--- config.mk ---
export PLATFORM = sky130hd
export DESIGN_NAME = uart_top_loopback
export DESIGN_NICKNAME = d
export VERILOG_FILES = /design/src/rtl/uart_top_loopback.sv
export SDC_FILE = /design/constraint.sdc
export NUM_CORES = 1
export LEC_CHECK = 0
export CAP_MARGIN = 20
export CORE_ASPECT_RATIO = 1.75
export CORE_UTILIZATION = 60
export DETAILED_ROUTE_END_ITERATION = 16
export PLACE_DENSITY = 0.74
export RECOVER_POWER = 25
export SLEW_MARGIN = 20
export SYNTH_ARGS = -nofsm -noshare
export SYNTH_HDL_FRONTEND = slang
export SYNTH_SLANG_ARGS = --single-unit
--- constraint.sdc ---
create_clock -name clk -period 3.5 [get_ports clk]
set_input_delay 0.35 -clock clk [delete_from_list [all_inputs] [get_ports clk]]
set_output_delay 0.35 -clock clk [all_outputs]
set_load 0.05 [all_outputs]
--- src/rtl/uart_top_loopback.sv ---
// ---------------------------------------------------------------------------
// uart_top_loopback
//   8N1 UART echo: every byte received correctly on rxd is retransmitted
//   unchanged on txd. Mid-bit sampling receiver (no oversampling), a byte
//   buffer, and a transmitter that all share one baud divisor.
//
// Parameters
//   CLK_FREQ  input clock frequency in Hz
//   BAUD      line rate in bit/s; DIV = CLK_FREQ / BAUD, HALF = DIV / 2
//
// Ports
//   clk    system clock, all logic on the rising edge
//   rst_n  reset, synchronous and ACTIVE-HIGH despite the name
//          (board-level pin name is kept for compatibility)
//   rxd    serial receive line, asynchronous, idle high
//   txd    serial transmit line, registered, idle high
//
// Configuration
//   UART_LOOPBACK_FIFO_EN  defined: 16-entry FIFO buffer
//                          undefined: single-byte holding register
// ---------------------------------------------------------------------------
module uart_top_loopback #(
  parameter int unsigned CLK_FREQ = 50_000_000,
  parameter int unsigned BAUD     = 115200
) (
  input  logic clk,
  input  logic rst_n,
  input  logic rxd,
  output logic txd
);

  localparam int unsigned DIV   = CLK_FREQ / BAUD;
  localparam int unsigned HALF  = DIV / 2;
  localparam int unsigned CNT_W = (DIV > 2) ? $clog2(DIV) : 2;
  localparam int unsigned BIT_W = 3;

  localparam logic [CNT_W-1:0] DIV_LAST  = CNT_W'(DIV - 1);
  localparam logic [CNT_W-1:0] HALF_LAST = CNT_W'(HALF - 1);
  localparam logic [CNT_W-1:0] CNT_ONE   = CNT_W'(1);
  localparam logic [BIT_W-1:0] BIT_LAST  = BIT_W'(7);
  localparam logic [BIT_W-1:0] BIT_ONE   = BIT_W'(1);

  // The reset pin is active-high; alias it so the logic reads naturally.
  logic rst;
  assign rst = rst_n;

  // -------------------------------------------------------------------------
  // Receiver
  // -------------------------------------------------------------------------
  typedef enum logic [1:0] {
    RX_IDLE  = 2'd0,
    RX_START = 2'd1,
    RX_DATA  = 2'd2,
    RX_STOP  = 2'd3
  } rx_state_t;

  rx_state_t        rx_state;
  logic             rx_s1;
  logic             rx_s2;
  logic             rx_prev;
  logic [CNT_W-1:0] rx_cnt;
  logic [BIT_W-1:0] rx_bit;
  logic [7:0]       rx_shift;
  logic             rx_done;

  // Two-flop synchronizer, edge detector and mid-bit sampling FSM.
  // rx_done pulses for one cycle after a stop bit is sampled high; rx_shift
  // holds the byte stable until the next start bit is accepted.
  always_ff @(posedge clk) begin
    if (rst) begin
      rx_s1    <= 1'b1;
      rx_s2    <= 1'b1;
      rx_prev  <= 1'b1;
      rx_state <= RX_IDLE;
      rx_cnt   <= '0;
      rx_bit   <= '0;
      rx_shift <= '0;
      rx_done  <= 1'b0;
    end else begin
      rx_s1   <= rxd;
      rx_s2   <= rx_s1;
      rx_prev <= rx_s2;
      rx_done <= 1'b0;
      case (rx_state)
        RX_IDLE: begin
          rx_cnt <= '0;
          if (rx_prev && !rx_s2) begin
            rx_bit   <= '0;
            rx_state <= RX_START;
          end
        end
        RX_START: begin
          if (rx_cnt == HALF_LAST) begin
            rx_cnt   <= '0;
            // A line that is high again at mid start bit was a glitch.
            rx_state <= rx_s2 ? RX_IDLE : RX_DATA;
          end else begin
            rx_cnt <= rx_cnt + CNT_ONE;
          end
        end
        RX_DATA: begin
          if (rx_cnt == DIV_LAST) begin
            rx_cnt   <= '0;
            rx_shift <= {rx_s2, rx_shift[7:1]};
            if (rx_bit == BIT_LAST) begin
              rx_state <= RX_STOP;
            end else begin
              rx_bit <= rx_bit + BIT_ONE;
            end
          end else begin
            rx_cnt <= rx_cnt + CNT_ONE;
          end
        end
        RX_STOP: begin
          if (rx_cnt == DIV_LAST) begin
            rx_cnt   <= '0;
            rx_state <= RX_IDLE;
            // Low stop bit is a framing error: byte silently discarded.
            rx_done  <= rx_s2;
          end else begin
            rx_cnt <= rx_cnt + CNT_ONE;
          end
        end
        default: rx_state <= RX_IDLE;
      endcase
    end
  end

  // -------------------------------------------------------------------------
  // Byte buffer between receiver and transmitter
  // -------------------------------------------------------------------------
  logic       tx_pop_c;
  logic       buf_wr_c;
  logic       buf_empty_c;
  logic [7:0] buf_head_c;

`ifdef UART_LOOPBACK_FIFO_EN
  localparam int unsigned PTR_W = 4;
  localparam int unsigned DEPTH = 1 << PTR_W;
  localparam logic [PTR_W-1:0] PTR_ONE = PTR_W'(1);

  logic [7:0]       fifo_mem [DEPTH];
  logic [PTR_W-1:0] wr_ptr;
  logic [PTR_W-1:0] rd_ptr;
  logic             fifo_full;
  logic             fifo_empty;

  // A full FIFO still accepts a write in the same cycle as a pop.
  assign buf_wr_c    = rx_done && (!fifo_full || tx_pop_c);
  assign buf_empty_c = fifo_empty;
  assign buf_head_c  = fifo_mem[rd_ptr];

  // Storage array, no reset needed: contents are qualified by the flags.
  always_ff @(posedge clk) begin
    if (buf_wr_c) begin
      fifo_mem[wr_ptr] <= rx_shift;
    end
  end

  // Wrapping pointers with explicit full/empty flags.
  always_ff @(posedge clk) begin
    if (rst) begin
      wr_ptr     <= '0;
      rd_ptr     <= '0;
      fifo_full  <= 1'b0;
      fifo_empty <= 1'b1;
    end else begin
      if (buf_wr_c) begin
        wr_ptr <= wr_ptr + PTR_ONE;
      end
      if (tx_pop_c) begin
        rd_ptr <= rd_ptr + PTR_ONE;
      end
      case ({buf_wr_c, tx_pop_c})
        2'b10: begin
          fifo_empty <= 1'b0;
          fifo_full  <= ((wr_ptr + PTR_ONE) == rd_ptr);
        end
        2'b01: begin
          fifo_full  <= 1'b0;
          fifo_empty <= ((rd_ptr + PTR_ONE) == wr_ptr);
        end
        default: begin
          fifo_full  <= fifo_full;
          fifo_empty <= fifo_empty;
        end
      endcase
    end
  end
`else
  logic [7:0] hold_data;
  logic       hold_valid;

  // A byte arriving while the register is still occupied is dropped,
  // unless the transmitter pops the old byte in that same cycle.
  assign buf_wr_c    = rx_done && (!hold_valid || tx_pop_c);
  assign buf_empty_c = !hold_valid;
  assign buf_head_c  = hold_data;

  // Single-byte holding register with valid flag.
  always_ff @(posedge clk) begin
    if (rst) begin
      hold_data  <= '0;
      hold_valid <= 1'b0;
    end else begin
      if (buf_wr_c) begin
        hold_data  <= rx_shift;
        hold_valid <= 1'b1;
      end else if (tx_pop_c) begin
        hold_valid <= 1'b0;
      end
    end
  end
`endif

  // -------------------------------------------------------------------------
  // Transmitter
  // -------------------------------------------------------------------------
  typedef enum logic [1:0] {
    TX_IDLE  = 2'd0,
    TX_START = 2'd1,
    TX_DATA  = 2'd2,
    TX_STOP  = 2'd3
  } tx_state_t;

  tx_state_t        tx_state;
  logic [CNT_W-1:0] tx_cnt;
  logic [BIT_W-1:0] tx_bit;
  logic [7:0]       tx_shift;

  // Pop when idle, or at the last cycle of a stop bit so that a queued byte
  // starts in the very next cycle with no idle gap.
  assign tx_pop_c = !buf_empty_c &&
                    ((tx_state == TX_IDLE) ||
                     ((tx_state == TX_STOP) && (tx_cnt == DIV_LAST)));

  // Frame generator; txd is driven straight from this register.
  always_ff @(posedge clk) begin
    if (rst) begin
      tx_state <= TX_IDLE;
      tx_cnt   <= '0;
      tx_bit   <= '0;
      tx_shift <= '0;
      txd      <= 1'b1;
    end else begin
      case (tx_state)
        TX_IDLE: begin
          tx_cnt <= '0;
          txd    <= 1'b1;
          if (tx_pop_c) begin
            tx_shift <= buf_head_c;
            txd      <= 1'b0;
            tx_state <= TX_START;
          end
        end
        TX_START: begin
          if (tx_cnt == DIV_LAST) begin
            tx_cnt   <= '0;
            tx_bit   <= '0;
            txd      <= tx_shift[0];
            tx_state <= TX_DATA;
          end else begin
            tx_cnt <= tx_cnt + CNT_ONE;
          end
        end
        TX_DATA: begin
          if (tx_cnt == DIV_LAST) begin
            tx_cnt <= '0;
            if (tx_bit == BIT_LAST) begin
              txd      <= 1'b1;
              tx_state <= TX_STOP;
            end else begin
              tx_shift <= {1'b0, tx_shift[7:1]};
              txd      <= tx_shift[1];
              tx_bit   <= tx_bit + BIT_ONE;
            end
          end else begin
            tx_cnt <= tx_cnt + CNT_ONE;
          end
        end
        TX_STOP: begin
          if (tx_cnt == DIV_LAST) begin
            tx_cnt <= '0;
            if (tx_pop_c) begin
              tx_shift <= buf_head_c;
              txd      <= 1'b0;
              tx_state <= TX_START;
            end else begin
              tx_state <= TX_IDLE;
            end
          end else begin
            tx_cnt <= tx_cnt + CNT_ONE;
          end
        end
        default: tx_state <= TX_IDLE;
      endcase
    end
  end

endmodule

# After elaboration in Yosys (flattened, before gate mapping)
# Index checks and enable logic that the tools add are counted.
[op_classes] addsub=4 n_eq_ne=24 n_mux=40 bitwise=2 n_reduce_logical=24
[op_table] op="two-way mux 8 bit" n=4
[op_table] op="two-way mux 9 bit" n=3
[op_table] op="case mux 9 bit (3 select lines)" n=1
[op_table] op="!= test 2 bit (second input constant)" n=12
[op_table] op="case mux 8 bit (3 select lines)" n=1
[op_table] op="two-way mux 2 bit" n=11
[op_table] op="adder 9 x 1 -> 9 bit (second input constant)" n=2
[op_table] op="equality test 9 bit (second input constant)" n=2
[op_table] op="two-way mux 3 bit" n=6
[op_table] op="case mux 9 bit (2 select lines)" n=1
[op_table] op="case mux 2 bit (4 select lines)" n=2
[op_table] op="AND reduction 4 bit" n=4
[op_table] op="case mux 3 bit (2 select lines)" n=2
[op_table] op="AND reduction 5 bit" n=2
[op_table] op="equality test 9 x 8 -> 1 bit (second input constant)" n=1
[op_table] op="equality test 2 bit (second input constant)" n=4
[op_table] op="two-way mux 1 bit" n=8
[op_table] op="adder 3 x 1 -> 3 bit (second input constant)" n=2
[op_table] op="equality test 3 bit (second input constant)" n=2
[op_table] op="nonzero test 2 bit" n=3
[op_table] op="OR reduction 3 bit" n=2
[op_table] op="equality test 2 x 1 -> 1 bit (second input constant)" n=2
[op_table] op="logical AND 1 bit" n=4
[op_table] op="logical NOT 2 bit" n=2
[op_table] op="other kinds (8)" n=11
[word_totals] ff_bits=58 in_bits=3 out_inout_bits=1 word_cells=109

# Depth between registers and ports, before layout
# Gate-level depths: netlist of run 1.
[logic_depth] ltp_word=7 mapped_depth=7 ltp_nobuf=6

# Worst setup path after synthesis of run 1
# No wires, ideal clock.
[synth_timing] path_kind="reg-to-reg" from="register tx_state[0]" to="register tx_shift[7]" setup_ns=0.131 t_arrival_ns=1.698 required_ns=3.369 slack_ns=1.671 path_stages_with_launch=7 n_path_buf=1 synth_period_minus_slack_ns=1.829 path_cell_list="dfxtp_1 > inv_1 > ha_1 > nor4_1 > o21ba_2 > buf_6 > o32ai_1"
[synth_between] elab_chain_cells=7 word_cells_on_any_way=14 cone_classes="eq/ne (5); mux (3); reduce/logical (6)"
[synth_rtl] element="start: declaration" line="226" text="tx_state_t tx_state;"
[synth_rtl] element="start signal: assignment" line="240" text="tx_state <= TX_IDLE;"
[synth_rtl] element="start signal: assignment" line="253" text="tx_state <= TX_START;"
[synth_rtl] element="start signal: assignment" line="261" text="tx_state <= TX_DATA;"
[synth_rtl] element="equality test 2 bit" line="235, 246"
[synth_rtl] element="logical AND 1 bit" line="235" text="((tx_state == TX_STOP) && (tx_cnt == DIV_LAST)));"
[synth_rtl] element="logical OR 1 bit" line="234" text="((tx_state == TX_IDLE) ||"
[synth_rtl] element="logical AND 1 bit" line="233" text="assign tx_pop_c = !buf_empty_c &&"
[synth_rtl] element="two-way mux 8 bit (2 in series)"
[synth_rtl] element="case mux 8 bit (3 select lines)" line="246" text="case (tx_state)"
[synth_rtl] element="end signal: assignment" line="251" text="tx_shift <= buf_head_c;"
[synth_rtl] element="end signal: assignment" line="273" text="tx_shift <= {1'b0, tx_shift[7:1]};"
[synth_rtl] element="end signal: assignment" line="285" text="tx_shift <= buf_head_c;"
[synth_rtl] element="end: declaration" line="229" text="logic [7:0] tx_shift;"
# Parallel ways exist; a longest one is shown, timed or not. The select of a mux whose other input is x is not followed.
# A chain may end at the register's enable or synchronous reset.

# Final worst setup path of run 1
# Ends and elaborated chain as after synthesis.

==> summary.txt, run 1 <==
Outcome
  • Outcome: finished, final reports clean

Setup path
  • Crit path cell chain: inv_1 > ha_1 > nor4_1 > o21ba_2 > o32ai_1
  • Slowest stage delay, CP: 0.88 ns
  • Worst-case reg-to-reg path depth: 5
  • WS Path Type: reg2reg
  • Buffers and inverters on the worst path: 1
  • Crit-path max FO: 23
  • Startpoint types: register
  • Worst Setup End Kind: register
  • Critical path depth: 5
  • Top delay family on crit path: simple AND/OR/NAND/NOR gates
  • Req. time, crit path: 3.71 ns
  • R2r setup slk: 1.05 ns
  • Arrival time at the worst endpoint: 2.66 ns
  • Crit-path slowest cell: nor4_1

CTS
  • Clock slew at the register clock pins of the worst setup and hold paths: 0.06 ns
  • CTS Hold Bufs: 0
  • Clock sinks: 58
  • CTS buffer count: 9
  • Root Buffer: clkbuf_8
  • CTS max path bufs: 2
  • Post-cts sizing count: 0
  • CTS tree: built
  • Worst-Skew Late Latency: 0.34 ns
  • Setup Fix Bufs, Post-CTS: 0
  • Number of H-tree levels: 3

Pwr
  • VDD IR-drop max: 0.405 mV
  • Pleak: 1.11 nW
  • Pwr dens: 536 nW/um^2

Timing
  • Clk_skew: 0.00703 ns
  • Unrepaired setup endpoints after global routing: false
  • Setup ws final: 1.05 ns
  • Max Slew Vio Count: 0
  • Least-Margin Pin Slew: 0.997 ns
  • Setup TNS: 0 ns
  • Final Cycle Share: 70.1%
  • Final hold vios: 0
  • Final setup fails: 0
  • Slew Limit Headroom: 33.5%
  • Fmax: 0.408 GHz
  • Time the worst path needs with I/O delays and setup: 2.45 ns

Synth
  • Synth area leader: dfxtp_1
  • Post-Syn Nets: 338
  • Post-synthesis mux area share: 2.88%
  • #FFs+latches synth: 58
  • Post-synthesis adder-cell area fraction: 6.74%
  • Synth Area in Compound Gates: 17.3%
  • Post-Syn Area per Cell: 8.70 sq um
  • Mapped Area: 2780 sq um
  • Share of the synthesized area in the top cell type: 41.7%
  • Cell with the most instances after synthesis: dfxtp_1
  • Synth Area in XOR/XNOR: 4.72%
  • FFs w/ async S/R, synth: 0%
  • Top cells by area, synth: dfxtp_1, ha_1, nand2_1
  • Post-synthesis sequential area ratio: 41.7%
  • Mapped Cells: 320
  • Synth warn: 0
  • Number of synthesized flops with an enable pin: 0
  • Post-synth top flop: dfxtp_1
  • Post-synth top cells: dfxtp_1, nand2_1, nor2_1, a21oi_1, o21ai_0
  • Post-Synth Simple-Gate Area: 22.5%
  • Largest family of logic cells by synthesized area: simple AND/OR/NAND/NOR gates
  • Synth unique cells: 50

Routing
  • DR DRC count: 0
  • DR vias/cell: 5.86
  • Final WL: 5120 microns
  • Final antenna-violating net count: 0
  • Initial DRC count: 41
  • Pre-Repair DR Iteration Count: 4
  • Vias after detailed routing: 2197
  • Routed length per instance: 13.7 microns

Place
  • Port Buffers: 3
  • Inst Count DP: 360
  • Post-DP Area: 2820 sq um
  • Placer Congestion: 0.812
  • DP Wirelength: 3500 microns
  • Setup slack after placement: 1.07 ns

Floorplan
  • FP Rows: 32
  • Ports: 4
  • Die Area: 4930 sq um
  • Core Footprint: 4440 sq um
  • Die Ht: 92.1 microns
  • Initial core utilization: 62.6%
  • DIE WIDTH: 53.5 microns

Layout
  • Diode count: 0
  • Fin cells: 375
  • P&R area growth vs syn: 9.89%
  • Multi-input logic area: 1510 sq um
  • Filler cell count: 363
  • # nets final: 338
  • Layout cells sized above 1: 6.48%
  • Area occupied by registers: 1160 sq um
  • Design area: 3060 sq um

Global route
  • GRT overflow: 0
  • Initial antenna violation count: 0
  • First-pass GRT wire length: 8650 microns
  • Total GRT Usage: 23.6%
  • Vias in the first global route: 2067
  • Largest net degree at the start of global routing: 25

Min path
  • Worst Hold Depth: 1
  • Hold WC Path Type: reg2reg

Run
  • Maxcap violations: 0
## worst paths after layout
| kind | from | end |
|---|---|---|
| setup / recovery | tx_state[0] | tx_shift[7] |
| hold / removal | rx_s1 | rx_s2 |
| setup reg to reg | tx_state[0] | tx_shift[7] |
| hold reg to reg | rx_s1 | rx_s2 |
## per-layer routing
layer / vias up / routed length (microns) / global-route usage, %
met1: 1020 / 2270 / 25.6
met5: - / 0 / 0
met3: 11 / 184 / 7.13
li1: 1126 / - / -
met2: 40 / 2550 / 39.6
met4: 0 / 125 / 11.2
## layout by cell type, fill, tap and decap left out, types with 4 or more instances in the layout
cell and count:
dfxtp_1 58, xor2_1 6, a21oi_1 21, o211a_1 7, nand3_1 8, nor3_1 5
nor2b_1 9, mux2i_1 8, nand2_1 46, xnor2_1 9, or3_1 4, o21ai_0 17
nor2_1 26, ha_1 15, inv_1 11, o221ai_1 4, clkbuf_8 10, a211oi_1 7
## state kept, by name, indices dropped and copies added, names as in the netlist, 2 cells and up, named ones only
name        count
buf_head_c      8
rx_bit          3
rx_cnt          9
rx_shift        8
tx_bit          3
tx_cnt          9
tx_shift        8
tx_state        2
## cell type report
type                       instances  area share [%]
timing repair buffer               5            1.35
clock inverter                     5            3.35
inverter                          12            1.47
multi-input combinational        234            49.3
sequential                        58            38.0
clock buffer                      10            4.50
tap                               51            2.09
## stage by stage
step	util [%]	hold WS [ns]	total power, W
6_report	68.8	0.423	0.00164
5_1_grt	68.8	0.442	0.00170
4_1_cts	68.9	0.427	0.00165
3_5_place_dp	63.5	0.409	0.000902
3_3_place_gp	63.5	0.402	0.000902
2_1_floorplan	-	0.389	0.000852
## power breakdown
group / total [W] / internal [W] / leakage, nW / switching, W
Clock: 0.000750 / 0.000487 / 0.118 / 0.000263
Combinational: 0.000195 / 0.0000745 / 0.522 / 0.000121
Sequential: 0.000693 / 0.000676 / 0.468 / 0.0000175
## cell families (layout without fill, tap and decap cells)
group           after synthesis  count (layout)
mux                           8               8
simple gates                125             125
flops                        58              58
fa+ha+maj                    15              15
buf+inv                      28              32
xor+xnor                     15              15
compound gates               71              71
## worst reg2reg max path: stages, from the launching register on
cell and delay [ns]:
dfxtp_1 0.43, inv_1 0.13, ha_1 0.46, nor4_1 0.88, o21ba_2 0.34, o32ai_1 0.10
No activity file was read; power rests on OpenSTA's default activity.
==> run 2, diff against run 1 <==
==> constraint.sdc (replaced) <==
create_clock -name clk -period 2.4 [get_ports clk]
set_input_delay 0.24 -clock clk [delete_from_list [all_inputs] [get_ports clk]]
set_output_delay 0.24 -clock clk [all_outputs]
set_load 0.05 [all_outputs]
==> run 2 against run 1 <==
  * Die area stayed put
  * Highest routed layer unchanged
  * Design area shrank 0.12%
  * Critical path depth up 1
  * Sequential power increased by 46%
  * Global-route usage increased by 0.92 points
  * Worst hold slack lost 0.0088 ns
  * Final cell count up 1.9%
  * Setup slack lost 0.65 ns
  * Sequential share of layout area barely moved
  * Wire length is 1.5% higher
==> summary.txt, run 2 (synthesized netlist as in run 1, its figures left out) <==
Global route
  • Largest net degree at the start of global routing: 24
  • Initial antenna violation count: 0
  • Total GRT Usage: 24.5%
  • GRT overflow: 0
  • First-pass GRT wire length: 8830 microns
  • Vias in the first global route: 2117

Setup path
  • Top delay family on crit path: compound AO/OA/AOI/OAI gates
  • Buffers and inverters on the worst path: 1
  • Crit-path slowest cell: dfxtp_1
  • Worst Setup End Kind: register
  • Crit path cell chain: inv_1 > ha_1 > nand3b_1 > a211oi_4 > o21ba_2 > o32ai_1
  • Arrival time at the worst endpoint: 2.21 ns
  • WS Path Type: reg2reg
  • Startpoint types: register
  • Crit-path max FO: 8
  • Slowest stage delay, CP: 0.43 ns
  • Req. time, crit path: 2.61 ns

Pwr
  • Int Pwr: 0.00160 W
  • Seq pwr share: 46.4%
  • Combinational share of power: 13.2%
  • Clock Power Share: 40.4%
  • Pleak: 1.12 nW
  • Pwr dens: 713 nW/um^2
  • Net Sw Frac: 26.7%
  • NetSw: 0.000580 W
  • VDD IR-drop max: 0.769 mV

Routing
  • Final antenna-violating net count: 0
  • Routed length per instance: 13.6 microns
  • Final WL: 5200 microns
  • DR vias/cell: 5.72
  • DR DRC count: 0
  • Initial DRC count: 41
  • Vias after detailed routing: 2184
  • Pre-Repair DR Iteration Count: 4

Timing
  • Fmax: 0.500 GHz
  • Clk_skew: 0.0105 ns
  • WHS: 0.415 ns
  • Time the worst path needs with I/O delays and setup: 2.00 ns
  • Slew Limit Headroom: 56.2%
  • Final setup fails: 0
  • Setup TNS: 0 ns
  • Max Slew Vio Count: 0
  • Unrepaired setup endpoints after global routing: false
  • Least-Margin Pin Slew: 0.647 ns
  • Final hold vios: 0
  • Final Cycle Share: 83.4%

Min path
  • Hold WC Path Type: reg2reg

Layout
  • Layout cells sized above 1: 7.85%
  • Filler cell count: 367
  • P&R area growth vs syn: 9.75%
  • Most common cell after layout, fill and taps aside: dfxtp_1
  • Largest regs: rx_cnt: 9 flops, tx_cnt: 9 flops
  • Diode count: 0
  • Commonest cells after routing, fill and taps aside: dfxtp_1, nand2_1, nor2_1
  • # nets final: 344

Floorplan
  • Core Footprint: 4440 sq um
  • FP Rows: 32
  • Initial core utilization: 62.6%
  • Ports: 4
  • Die Area: 4930 sq um
  • DIE WIDTH: 53.5 microns
  • Die Ht: 92.1 microns

CTS
  • CTS Hold Bufs: 0
  • Post-cts sizing count: 0
  • CTS max path bufs: 2
  • Worst-Skew Late Latency: 0.33 ns
  • Root Buffer: clkbuf_8
  • CTS buffer count: 9
  • Setup Fix Bufs, Post-CTS: 0
  • CTS tree: built
  • Number of H-tree levels: 3
  • Clock sinks: 58
  • Clock slew at the register clock pins of the worst setup and hold paths: 0.06 ns

Place
  • Placer Congestion: 0.919
  • DP Wirelength: 3850 microns
  • Port Buffers: 3

Outcome
  • Outcome: finished, final reports clean

Run
  • Maxcap violations: 0
[run 2: area by class of cell]
type                            count  area (sq um)  share of cell area (%)
Clock buffer                       11           141                    4.63
Clock inverter                      5          53.8                    1.76
Inverter                           12          45.0                    1.47
Multi-Input combinational cell    234          1510                    49.3
Sequential cell                    58          1160                    38.0
Tap cell                           51          63.8                    2.09
Timing Repair Buffer               11          82.6                    2.70
[run 2: per-stage QoR]
step,instances,total power [W],instance area [sq um],worst slack (ns),utilization [%]
floorplan,320,0.00124,2780,0.571,-
global placement,366,0.00132,2870,0.482,64.5
detailed placement,366,0.00133,2870,0.408,64.5
CTS,382,0.00220,3060,0.399,68.9
global route,382,0.00227,3060,0.204,68.8
finish,382,0.00218,3060,0.399,68.8
[run 2: routing by layer]
layer / vias up / global-route usage (%) / share of wire, %
met1: 1008 / 25.9 / 41
met2: 26 / 42.5 / 54
li1: 1139 / - / -
met4: 0 / 11.6 / 2.5
met3: 11 / 6.47 / 2.2
met5: - / 0 / 0
[run 2: worst reg2reg max path: cells and delay by family, from the launching register on]
kind | cells | cell delay (ns)
DFF | 1 | 0.43
buffers and inverters | 1 | 0.12
and+or+nand+nor | 1 | 0.24
AOI/OAI and AO/OA | 3 | 0.80
adders and majority gates | 1 | 0.30
[run 2: worst paths after layout]
check	startpoint	endpoint	slack, ns	cells after the start
min reg2reg	rx_s1	rx_s2	0.41	1
min	rx_s1	rx_s2	0.41	1
max	tx_state[0]	tx_shift[7]	0.40	6
max reg2reg	tx_state[0]	tx_shift[7]	0.40	6
[run 2: power by group through the flow]
stage	clock (W)	sequential (W)	combinational, W
floorplan	0	0.00105	0.000192
global placement	0	0.00103	0.000293
detailed placement	0	0.00103	0.000292
CTS	0.000893	0.00101	0.000294
global route	0.000933	0.00101	0.000323
finish	0.000880	0.00101	0.000287
